[src/rtl/key_pkg.sv]
// key_pkg
//   Shared definitions for the key-to-mode control path: the press-tracking
//   state encoding, the modulation mode encodings consumed by the modulator
//   top, and the default timing constants for a 50 MHz system clock.
package key_pkg;

  // Press tracking states.
  typedef enum logic [1:0] {
    IDLE      = 2'd0,
    PRESSED   = 2'd1,
    LONG_HELD = 2'd2
  } key_state_t;

  // Modulation mode encodings, stepped in this order by short presses.
  localparam int MODE_2FSK  = 0;
  localparam int MODE_2PSK  = 1;
  localparam int MODE_2DPSK = 2;
  localparam int MODE_QPSK  = 3;

  // Default timing constants (1 ms tick at 50 MHz).
  localparam int DEF_CLK_HZ       = 50_000_000;
  localparam int DEF_TICK_DIV     = 50_000;
  localparam int DEF_LONG_TICKS   = 800;
  localparam int DEF_REPEAT_TICKS = 300;
  localparam int DEF_NUM_MODES    = MODE_QPSK + 1;

endpackage

[src/rtl/key_mode_ctrl_if.sv]
// key_mode_ctrl_if
//   Bundles the debounced key input and the control outputs of the key mode
//   controller.
//   Signals:
//     clear_key   debounced key level (into the controller)
//     mode        current modulation mode, 0..NUM_MODES-1
//     run_en      transmit enable level
//     short_pulse one-cycle pulse per accepted short press / repeat step
//     long_pulse  one-cycle pulse when a hold reaches the long threshold
//     key_busy    high while a press is being tracked
//   Modports:
//     master  the controller (drives the outputs, reads clear_key)
//     slave   the debouncer/modulator side
interface key_mode_ctrl_if import key_pkg::*; #(
  parameter int NUM_MODES = DEF_NUM_MODES
);
  localparam int MODE_W = (NUM_MODES > 1) ? $clog2(NUM_MODES) : 1;

  logic              clear_key;
  logic [MODE_W-1:0] mode;
  logic              run_en;
  logic              short_pulse;
  logic              long_pulse;
  logic              key_busy;

  modport master (
    input  clear_key,
    output mode,
    output run_en,
    output short_pulse,
    output long_pulse,
    output key_busy
  );

  modport slave (
    output clear_key,
    input  mode,
    input  run_en,
    input  short_pulse,
    input  long_pulse,
    input  key_busy
  );

endinterface

[src/rtl/key_tick_gen.sv]
// key_tick_gen
//   Free-running clock divider producing a one-cycle timing tick every
//   TICK_DIV clocks. The counter runs 0..TICK_DIV-1 and `tick` is high while
//   it sits at TICK_DIV-1, after which it wraps to 0. It is never restarted by
//   external events, so consumers see +/-1 tick quantisation.
//   Ports:
//     clk   system clock
//     rst   asynchronous active-high reset (counter to 0)
//     tick  one-cycle timing strobe
module key_tick_gen #(
  parameter int TICK_DIV = 50_000
) (
  input  logic clk,
  input  logic rst,
  output logic tick
);

  localparam int CNT_W = (TICK_DIV > 2) ? $clog2(TICK_DIV) : 1;
  localparam logic [CNT_W-1:0] CNT_LAST = CNT_W'(TICK_DIV - 1);

  if (TICK_DIV < 2) begin : g_cfg_error
    $error("key_tick_gen: TICK_DIV must be at least 2");
  end

  logic [CNT_W-1:0] cnt;

  assign tick = (cnt == CNT_LAST);

  always_ff @(posedge clk or posedge rst) begin
    if (rst) begin
      cnt <= '0;
    end else if (tick) begin
      cnt <= '0;
    end else begin
      cnt <= cnt + CNT_W'(1);
    end
  end

endmodule

[src/rtl/key_mode_ctrl.sv]
// key_mode_ctrl
//   Turns debounced key presses into control events for the modulator top.
//   A short press steps the modulation mode (2FSK/2PSK/2DPSK/QPSK, wrapping);
//   a hold reaching LONG_TICKS ticks toggles the transmit run enable while the
//   key is still down. Events are one-cycle pulses; mode and run_en are held.
//   Optional feature (macro KEY_AUTOREPEAT_EN): while held past the long
//   threshold, every REPEAT_TICKS ticks a repeat step is issued exactly like a
//   short press. Without the macro the long-held state only waits for release.
//   Ports:
//     clk  system clock
//     rst  asynchronous active-high reset (all outputs 0, state IDLE)
//     bus  key_mode_ctrl_if.master: clear_key in; mode, run_en, short_pulse,
//          long_pulse, key_busy out
module key_mode_ctrl import key_pkg::*; #(
  parameter int   CLK_HZ       = DEF_CLK_HZ,
  parameter int   TICK_DIV     = DEF_TICK_DIV,
  parameter int   LONG_TICKS   = DEF_LONG_TICKS,
  parameter int   REPEAT_TICKS = DEF_REPEAT_TICKS,
  parameter int   NUM_MODES    = DEF_NUM_MODES,
  parameter logic PRESS_LEVEL  = 1'b1
) (
  input logic           clk,
  input logic           rst,
  key_mode_ctrl_if.master bus
);

  localparam int MODE_W = (NUM_MODES > 1) ? $clog2(NUM_MODES) : 1;
  localparam logic [MODE_W-1:0] MODE_LAST = MODE_W'(NUM_MODES - 1);
  localparam int HOLD_W = $clog2(LONG_TICKS + 1);
  localparam logic [HOLD_W-1:0] HOLD_MAX  = HOLD_W'(LONG_TICKS);
  localparam logic [HOLD_W-1:0] HOLD_LAST = HOLD_W'(LONG_TICKS - 1);

  // CLK_HZ only documents the intended clock; it takes part in the sanity
  // check so a nonsensical configuration is caught at elaboration.
  if (CLK_HZ < 1 || TICK_DIV < 2 || LONG_TICKS < 2 || REPEAT_TICKS < 1 ||
      NUM_MODES < 2) begin : g_cfg_error
    $error("key_mode_ctrl: invalid parameter set");
  end

  // Modulo-NUM_MODES increment; codes NUM_MODES..2^MODE_W-1 never appear.
  function automatic logic [MODE_W-1:0] next_mode(input logic [MODE_W-1:0] m);
    if (m == MODE_LAST) begin
      return '0;
    end
    return m + MODE_W'(1);
  endfunction

  logic              key_d;
  logic              key_down;
  logic              press_edge;
  logic              release_edge;
  logic              tick;
  key_state_t        state;
  key_state_t        state_nxt;
  logic [HOLD_W-1:0] hold;
  logic              do_short;
  logic              do_long;
  logic [MODE_W-1:0] mode_q;
  logic              run_q;
  logic              short_q;
  logic              long_q;

  key_tick_gen #(
    .TICK_DIV (TICK_DIV)
  ) u_tick_gen (
    .clk  (clk),
    .rst  (rst),
    .tick (tick)
  );

  // Edge detection against the previous-cycle key level. key_d resets to the
  // released level so a key still held across reset yields a fresh press.
  assign key_down     = (bus.clear_key == PRESS_LEVEL);
  assign press_edge   = key_down && (key_d != PRESS_LEVEL);
  assign release_edge = !key_down && (key_d == PRESS_LEVEL);

  always_ff @(posedge clk or posedge rst) begin
    if (rst) begin
      key_d <= ~PRESS_LEVEL;
    end else begin
      key_d <= bus.clear_key;
    end
  end

  // Hold length in ticks since the press edge, saturating at LONG_TICKS.
  always_ff @(posedge clk or posedge rst) begin
    if (rst) begin
      hold <= '0;
    end else if (press_edge) begin
      hold <= '0;
    end else if (tick && key_down && (hold != HOLD_MAX)) begin
      hold <= hold + HOLD_W'(1);
    end
  end

`ifdef KEY_AUTOREPEAT_EN
  localparam int REP_W = $clog2(REPEAT_TICKS + 1);
  localparam logic [REP_W-1:0] REP_LAST = REP_W'(REPEAT_TICKS - 1);

  logic [REP_W-1:0] rep;
  logic             rep_hit;

  // Ticks since the long event (or the last repeat step).
  assign rep_hit = tick && (rep == REP_LAST);

  always_ff @(posedge clk or posedge rst) begin
    if (rst) begin
      rep <= '0;
    end else if (do_long) begin
      rep <= '0;
    end else if ((state == LONG_HELD) && tick) begin
      rep <= rep_hit ? '0 : (rep + REP_W'(1));
    end
  end
`endif

  always_ff @(posedge clk or posedge rst) begin
    if (rst) begin
      state <= IDLE;
    end else begin
      state <= state_nxt;
    end
  end

  // Release is examined before the long-threshold tick so a release landing
  // on that tick still counts as a short press.
  always_comb begin
    state_nxt = state;
    do_short  = 1'b0;
    do_long   = 1'b0;
    unique case (state)
      IDLE: begin
        if (press_edge) begin
          state_nxt = PRESSED;
        end
      end
      PRESSED: begin
        if (release_edge) begin
          state_nxt = IDLE;
          do_short  = 1'b1;
        end else if (tick && (hold == HOLD_LAST)) begin
          state_nxt = LONG_HELD;
          do_long   = 1'b1;
        end
      end
      LONG_HELD: begin
        if (release_edge) begin
          state_nxt = IDLE;
        end
`ifdef KEY_AUTOREPEAT_EN
        else if (rep_hit) begin
          do_short = 1'b1;
        end
`endif
      end
      default: begin
        state_nxt = IDLE;
      end
    endcase
  end

  // Registered events: pulses and the mode/run updates land together one
  // cycle after the deciding edge.
  always_ff @(posedge clk or posedge rst) begin
    if (rst) begin
      mode_q  <= MODE_W'(MODE_2FSK);
      run_q   <= 1'b0;
      short_q <= 1'b0;
      long_q  <= 1'b0;
    end else begin
      short_q <= do_short;
      long_q  <= do_long;
      if (do_short) begin
        mode_q <= next_mode(mode_q);
      end
      if (do_long) begin
        run_q <= ~run_q;
      end
    end
  end

  assign bus.mode        = mode_q;
  assign bus.run_en      = run_q;
  assign bus.short_pulse = short_q;
  assign bus.long_pulse  = long_q;
  assign bus.key_busy    = (state != IDLE);

endmodule

[src/flat_wrapper.sv]
// flat-port wrapper written by rule: the top's interface ports become plain ports
module key_mode_ctrl_flat import key_pkg::*;
#(
  parameter int   CLK_HZ       = DEF_CLK_HZ,
  parameter int   TICK_DIV     = DEF_TICK_DIV,
  parameter int   LONG_TICKS   = DEF_LONG_TICKS,
  parameter int   REPEAT_TICKS = DEF_REPEAT_TICKS,
  parameter int   NUM_MODES    = DEF_NUM_MODES,
  parameter logic PRESS_LEVEL  = 1'b1
)
  (clk, rst, bus_clear_key, bus_mode, bus_run_en, bus_short_pulse, bus_long_pulse, bus_key_busy);
  key_mode_ctrl_if #(.NUM_MODES(NUM_MODES)) bus_i ();
  input logic clk;
  input logic rst;
  input wire logic [$bits(bus_i.clear_key)-1:0] bus_clear_key;
  output wire logic [$bits(bus_i.mode)-1:0] bus_mode;
  output wire logic [$bits(bus_i.run_en)-1:0] bus_run_en;
  output wire logic [$bits(bus_i.short_pulse)-1:0] bus_short_pulse;
  output wire logic [$bits(bus_i.long_pulse)-1:0] bus_long_pulse;
  output wire logic [$bits(bus_i.key_busy)-1:0] bus_key_busy;
  assign bus_i.clear_key = bus_clear_key;
  assign bus_mode = bus_i.mode;
  assign bus_run_en = bus_i.run_en;
  assign bus_short_pulse = bus_i.short_pulse;
  assign bus_long_pulse = bus_i.long_pulse;
  assign bus_key_busy = bus_i.key_busy;
  key_mode_ctrl #(.CLK_HZ(CLK_HZ), .TICK_DIV(TICK_DIV), .LONG_TICKS(LONG_TICKS), .REPEAT_TICKS(REPEAT_TICKS), .NUM_MODES(NUM_MODES), .PRESS_LEVEL(PRESS_LEVEL)) u_core (.clk(clk), .rst(rst), .bus(bus_i));
endmodule
[config.mk]
export PLATFORM = sky130hd
export DESIGN_NAME = key_mode_ctrl_flat
export DESIGN_NICKNAME = d
export VERILOG_FILES = /design/src/rtl/key_pkg.sv /design/src/rtl/key_mode_ctrl_if.sv /design/src/rtl/key_tick_gen.sv /design/src/rtl/key_mode_ctrl.sv /design/src/flat_wrapper.sv
export SDC_FILE = /design/constraint.sdc
export NUM_CORES = 1
export LEC_CHECK = 0
export BUFFER_PORTS_ARGS = -buffer_cell sky130_fd_sc_hd__buf_4
export CORE_AREA = 2 2 64 66
export CTS_CLUSTER_DIAMETER = 50
export DETAILED_ROUTE_END_ITERATION = 8
export DIE_AREA = 0 0 66 68
export PLACE_DENSITY_LB_ADDON = 0.1
export SYNTH_ARGS = -nofsm -noshare
export SYNTH_HDL_FRONTEND = slang
export SYNTH_SLANG_ARGS = --single-unit
[constraint.sdc]
create_clock -name clk -period 3.7 [get_ports clk]
set_input_delay 0.185 -clock clk [delete_from_list [all_inputs] [get_ports clk]]
set_output_delay 0.185 -clock clk [all_outputs]
set_load 0.02 [all_outputs]
### Word-level counts from Yosys, hierarchy flattened

Index checks and enable logic that the tools add are counted.

* $add $sub $neg: 3
* equality and inequality tests: 9
* muxes and demuxes: 17
* bitwise gates (word level): 2
* reduce and logical (&&, ||, !) cells: 10

Operators by type and width (count)
* $mux 10: 2
* $add 16x1->16 const B: 1
* $eq 16x16->1 const B: 1
* $mux 16: 1
* $mux 2: 6
* $add 10x1->10 const B: 1
* $eq 10x10->1 const B: 1
* $ne 10x10->1 const B: 1
* $mux 1: 7
* $pmux 2 s3: 1
* $logic_and 1x1->1: 5
* $eq 2x2->1 const B: 2
* $ne 2x1->1 const B: 2
* $reduce_bool 2->1: 2
* $ne 3x1->1 const B: 1
* $reduce_and 3->1: 1
* $add 2x1->2 const B: 1
* $eq 2x1->1 const B: 1
* $logic_not 2->1: 1
* $not 1->1: 2
* $logic_not 1->1: 1

* register bits after elaboration: 34
* input port bits: 3
* output and inout port bits: 6
* logic and storage cells: 49

### Logic depth before layout (Yosys ltp)

* depth after elaboration: 6
* depth in mapped cells: 9
* depth with buffers taken out: 6

### By module

A second synthesis with hierarchy kept.

* cell total of the unflattened synthesis: 156
* area, all modules: 1682.9 µm²

By module, submodules not included
* key_mode_ctrl: times used 1, cells an instance 88, area an instance 925.9 µm², sequential area each 450.4 µm²
* key_tick_gen: times used 1, cells an instance 68, area an instance 757.0 µm², sequential area each 400.4 µm²

### Worst setup path after synthesis

Ideal clock, no wire load.

* kind: register to register
* from: reg u_core.u_tick_gen.cnt[0]
* to: reg u_core.hold[5]
* arrival time: 1.870 ns
* data required time: 3.634 ns
* slack: 1.764 ns
* cell stages (with the launch flop): 9
* clock period less this slack: 1.936 ns
* cell sequence: dfrtp_1 -> ha_1 -> and3_1 -> buf_2 -> nand3_1 -> or3_1 -> buf_2 -> or4_1 -> nand2_1

* longest elaborated chain between the ends: 4

Ends and longest elaborated chain
* start, declared: line key_tick_gen.sv:25 `logic [CNT_W-1:0] cnt;`
* start signal, assigned: line key_tick_gen.sv:35 `cnt <= cnt + CNT_W'(1);`
* $eq 16x16->1: line key_tick_gen.sv:27 `assign tick = (cnt == CNT_LAST);`
* $logic_and 1x1->1 (2 in series): line key_mode_ctrl.sv:91 `end else if (tick && key_down && (hold != HOLD_MAX)) begin`
* $reduce_bool 2->1 (no source line)
* end signal, assigned: line key_mode_ctrl.sv:92 `hold <= hold + HOLD_W'(1);`
* end, declared: line key_mode_ctrl.sv:55 `logic [HOLD_W-1:0] hold;`

No other way between the ends.
A chain may end at the register's enable or synchronous reset.

### Worst setup path in the final report

* from: reg u_core.u_tick_gen.cnt[0]
* to: reg u_core.hold[3]

The elaborated chain is that of the path after synthesis.

==> out/metrics.cfg <==
[detailed_routing]
drtIter0Drc=99
drcViolationCount=0
drt-pass1-iter-count=4
drtAntennaViolNets=0
vias=1189
wirelength_um=3040
wl_per_cell_um=13.6
avgViaCountPerCell=5.31

[timing]
rsz0062_at_grt=no
skew_ns=0.0150
holdWs_ns=-0.0243
fin_tns_setup_ns=0
report.final.slew_viol_count=0
finalSetupViolations=0
min_period_ns=2.22
setup_slack_ns=1.48
max_slew_margin_pct=58.7
fmaxAchievable_mhz=451
final.period_utilization_pct=59.9
worstMarginPinSlew_ns=0.618
final-hold-violation-count=20

[critical_path]
cp-end-kind=flop
cp.arrival_ns=2.45
critPathMaxFanout=18
crit_type=reg -> reg
reg2reg_depth=6
critical_path_required_ns=3.93
start_kind=flop

[synth]
yosysTopAreaCell=dfrtp_1
synth_area_leaders=dfrtp_1 (51%), xnor2_1 (4.2%), xor2_1 (3.7%), nand2_1 (3.6%), nor2_1 (3.2%)
synthTopCellsByCount=dfrtp_1 (34), nand2_1 (16), nor2_1 (14)
yosysUniqueCellTypes=33
ys_warn_count=0
postSynth.asyncResetShare_pct=100
ys_seq_elements=34
ys.flop_type=dfrtp_1
synth_top_area_share_pct=51.4
synth_edf_count=0
synth_nets=170
synthCells=163
yosysMostFrequentCell=dfrtp_1
ys_seq_area_share_pct=51.4
synth_area_um2=1660
synth.avg_cell_area_um2=10.2

[final_layout]
diodes=0
area.growth.synth_to_final_pct=13.1
seq_area_um2=851
nFillCells=358
fin_nets=180
multiInputGateArea_um2=761
final_util_pct=48.6
drive_above_1_share_pct=12.6

[clock_network]
cts.clk_slew.worst_paths_ns=0.08
cts.sinks=34
postCtsSetupRepairBufs=0
cts_root_buf=clkbuf_8
cts_tree=done
insertion_delay_ns=0.30
postCtsHoldBufs=0
cts_buffers=5
ctsResizeCount=0
htreeDepth=2
cts_max_path_buffers=2

[placed_design]
detailedPlacementHpwl_um=2120
portBuffers=8
place_ws_ns=1.49
gp_congestion=0.819

[die]
coreArea_um2=3860
ioPinCount=9
dieArea_um2=4490
dieWidth_um=66
placementRows=23
die_h_um=68
start_util_pct=43.0

[global_route]
grt_pass1_wl_um=5260
grt_max_degree=35
grt-ovfl-total=0
grt_pass1_vias=1163
antenna_found_initial=0
grtUsageTotal_pct=15.9

[pwr]
leakagePower_nw=0.847
ir_drop_mv=0.264
p_per_area_nw_per_um2=448

[run]
maxCapViolations=0

[status]
violations=negative hold slack
status=finished with violations

[worst_hold_path]
holdCritPathClass=in -> async

layout make-up:
type                       count  share of cell area [%]
clock buffer                   5                    3.67
clock inverter                 3                    2.40
sequential                    34                    45.4
inverter                       5                    1.00
tap                           50                    3.34
multi-input combinational    118                    40.6
timing repair buffer           9                    3.60
cells in the final DEF, fill, tap and decap left out, types with 2 or more instances in the layout:
master      Yosys  final
nand2b_1        3      3
dfrtp_1        34     34
nand4_1         5      5
nor2_1         14     14
a21oi_1         5      5
buf_4           0      9
o21ai_0         5      5
nor3_1          3      3
inv_1           5      5
and4_1          3      3
clkinvlp_4      0      2
nor2b_1         4      4
xor2_1          7      7
or4_1           4      4
xnor2_1         8      8
or3_1           6      6
and3_1          5      5
nand2_1        16     16
nand3_1         9      9
ha_1            4      4
clkbuf_8        0      5
mux2_2          2      2
o211ai_1        4      4
nor4_1          2      2
worst paths after layout:
| check | to | slack, ns | startpoint |
|---|---|---|---|
| max | u_core.hold[3] | 1.48 | u_core.u_tick_gen.cnt[0] |
| min | u_core.key_d | -0.02 | rst |
| max reg2reg | u_core.hold[3] | 1.48 | u_core.u_tick_gen.cnt[0] |
| min reg2reg | u_core.state[0] | 0.48 | u_core.state[1] |
| max in group asynchronous | u_core.hold[0] | 3.40 | rst |
| min in group clk | u_core.key_d | 0.02 | bus_clear_key |
critical path: stages (launching register included):
cell and delay, ns:
dfrtp_1 0.39, ha_1 0.21, and3_1 0.27, nand3_1 0.09, or3_1 0.58, or4_1 0.54
nand2_1 0.08
logic make-up after synthesis:
group / after synthesis / share of synthesized area [%]
adders and majority gates: 4 / 3.02
AOI/OAI and AO/OA: 16 / 5.82
muxes: 3 / 1.96
xor gates and xnor gates: 15 / 7.93
and+or+nand+nor: 80 / 27.2
buffers and inverters: 11 / 2.72
DFF: 34 / 51.4
power by group:
group	total (mW)	internal (mW)	switching (mW)
clock	0.349	0.200	0.148
combinational	0.0908	0.0419	0.0489
sequential	0.400	0.386	0.0137
registers in the layout (all words and copies together), names as in the netlist:
signal / cells
u_core.bus.long_pulse: 1
u_core.bus.mode: 2
u_core.bus.run_en: 1
u_core.bus.short_pulse: 1
u_core.hold: 10
u_core.key_d: 1
u_core.state: 2
u_core.u_tick_gen.cnt: 16
per-stage QoR:
step	instances	hold WS (ns)	area (µm²)	total power [mW]
floorplan	163	0.216	1660	0.459
global placement	216	0.307	1760	0.490
detailed placement	216	0.326	1760	0.497
CTS	224	0.00787	1870	0.843
global route	224	0.00900	1870	0.871
finish	224	-0.0243	1870	0.839
routing by layer:
layer	up-vias	track usage [%]	wire length, µm
met5	-	0	0
met4	0	8.42	75
met3	8	4.44	94
met2	10	26.6	1510
met1	579	18.6	1360
li1	592	-	-
Note: power is estimated with default switching activity, not from simulation.
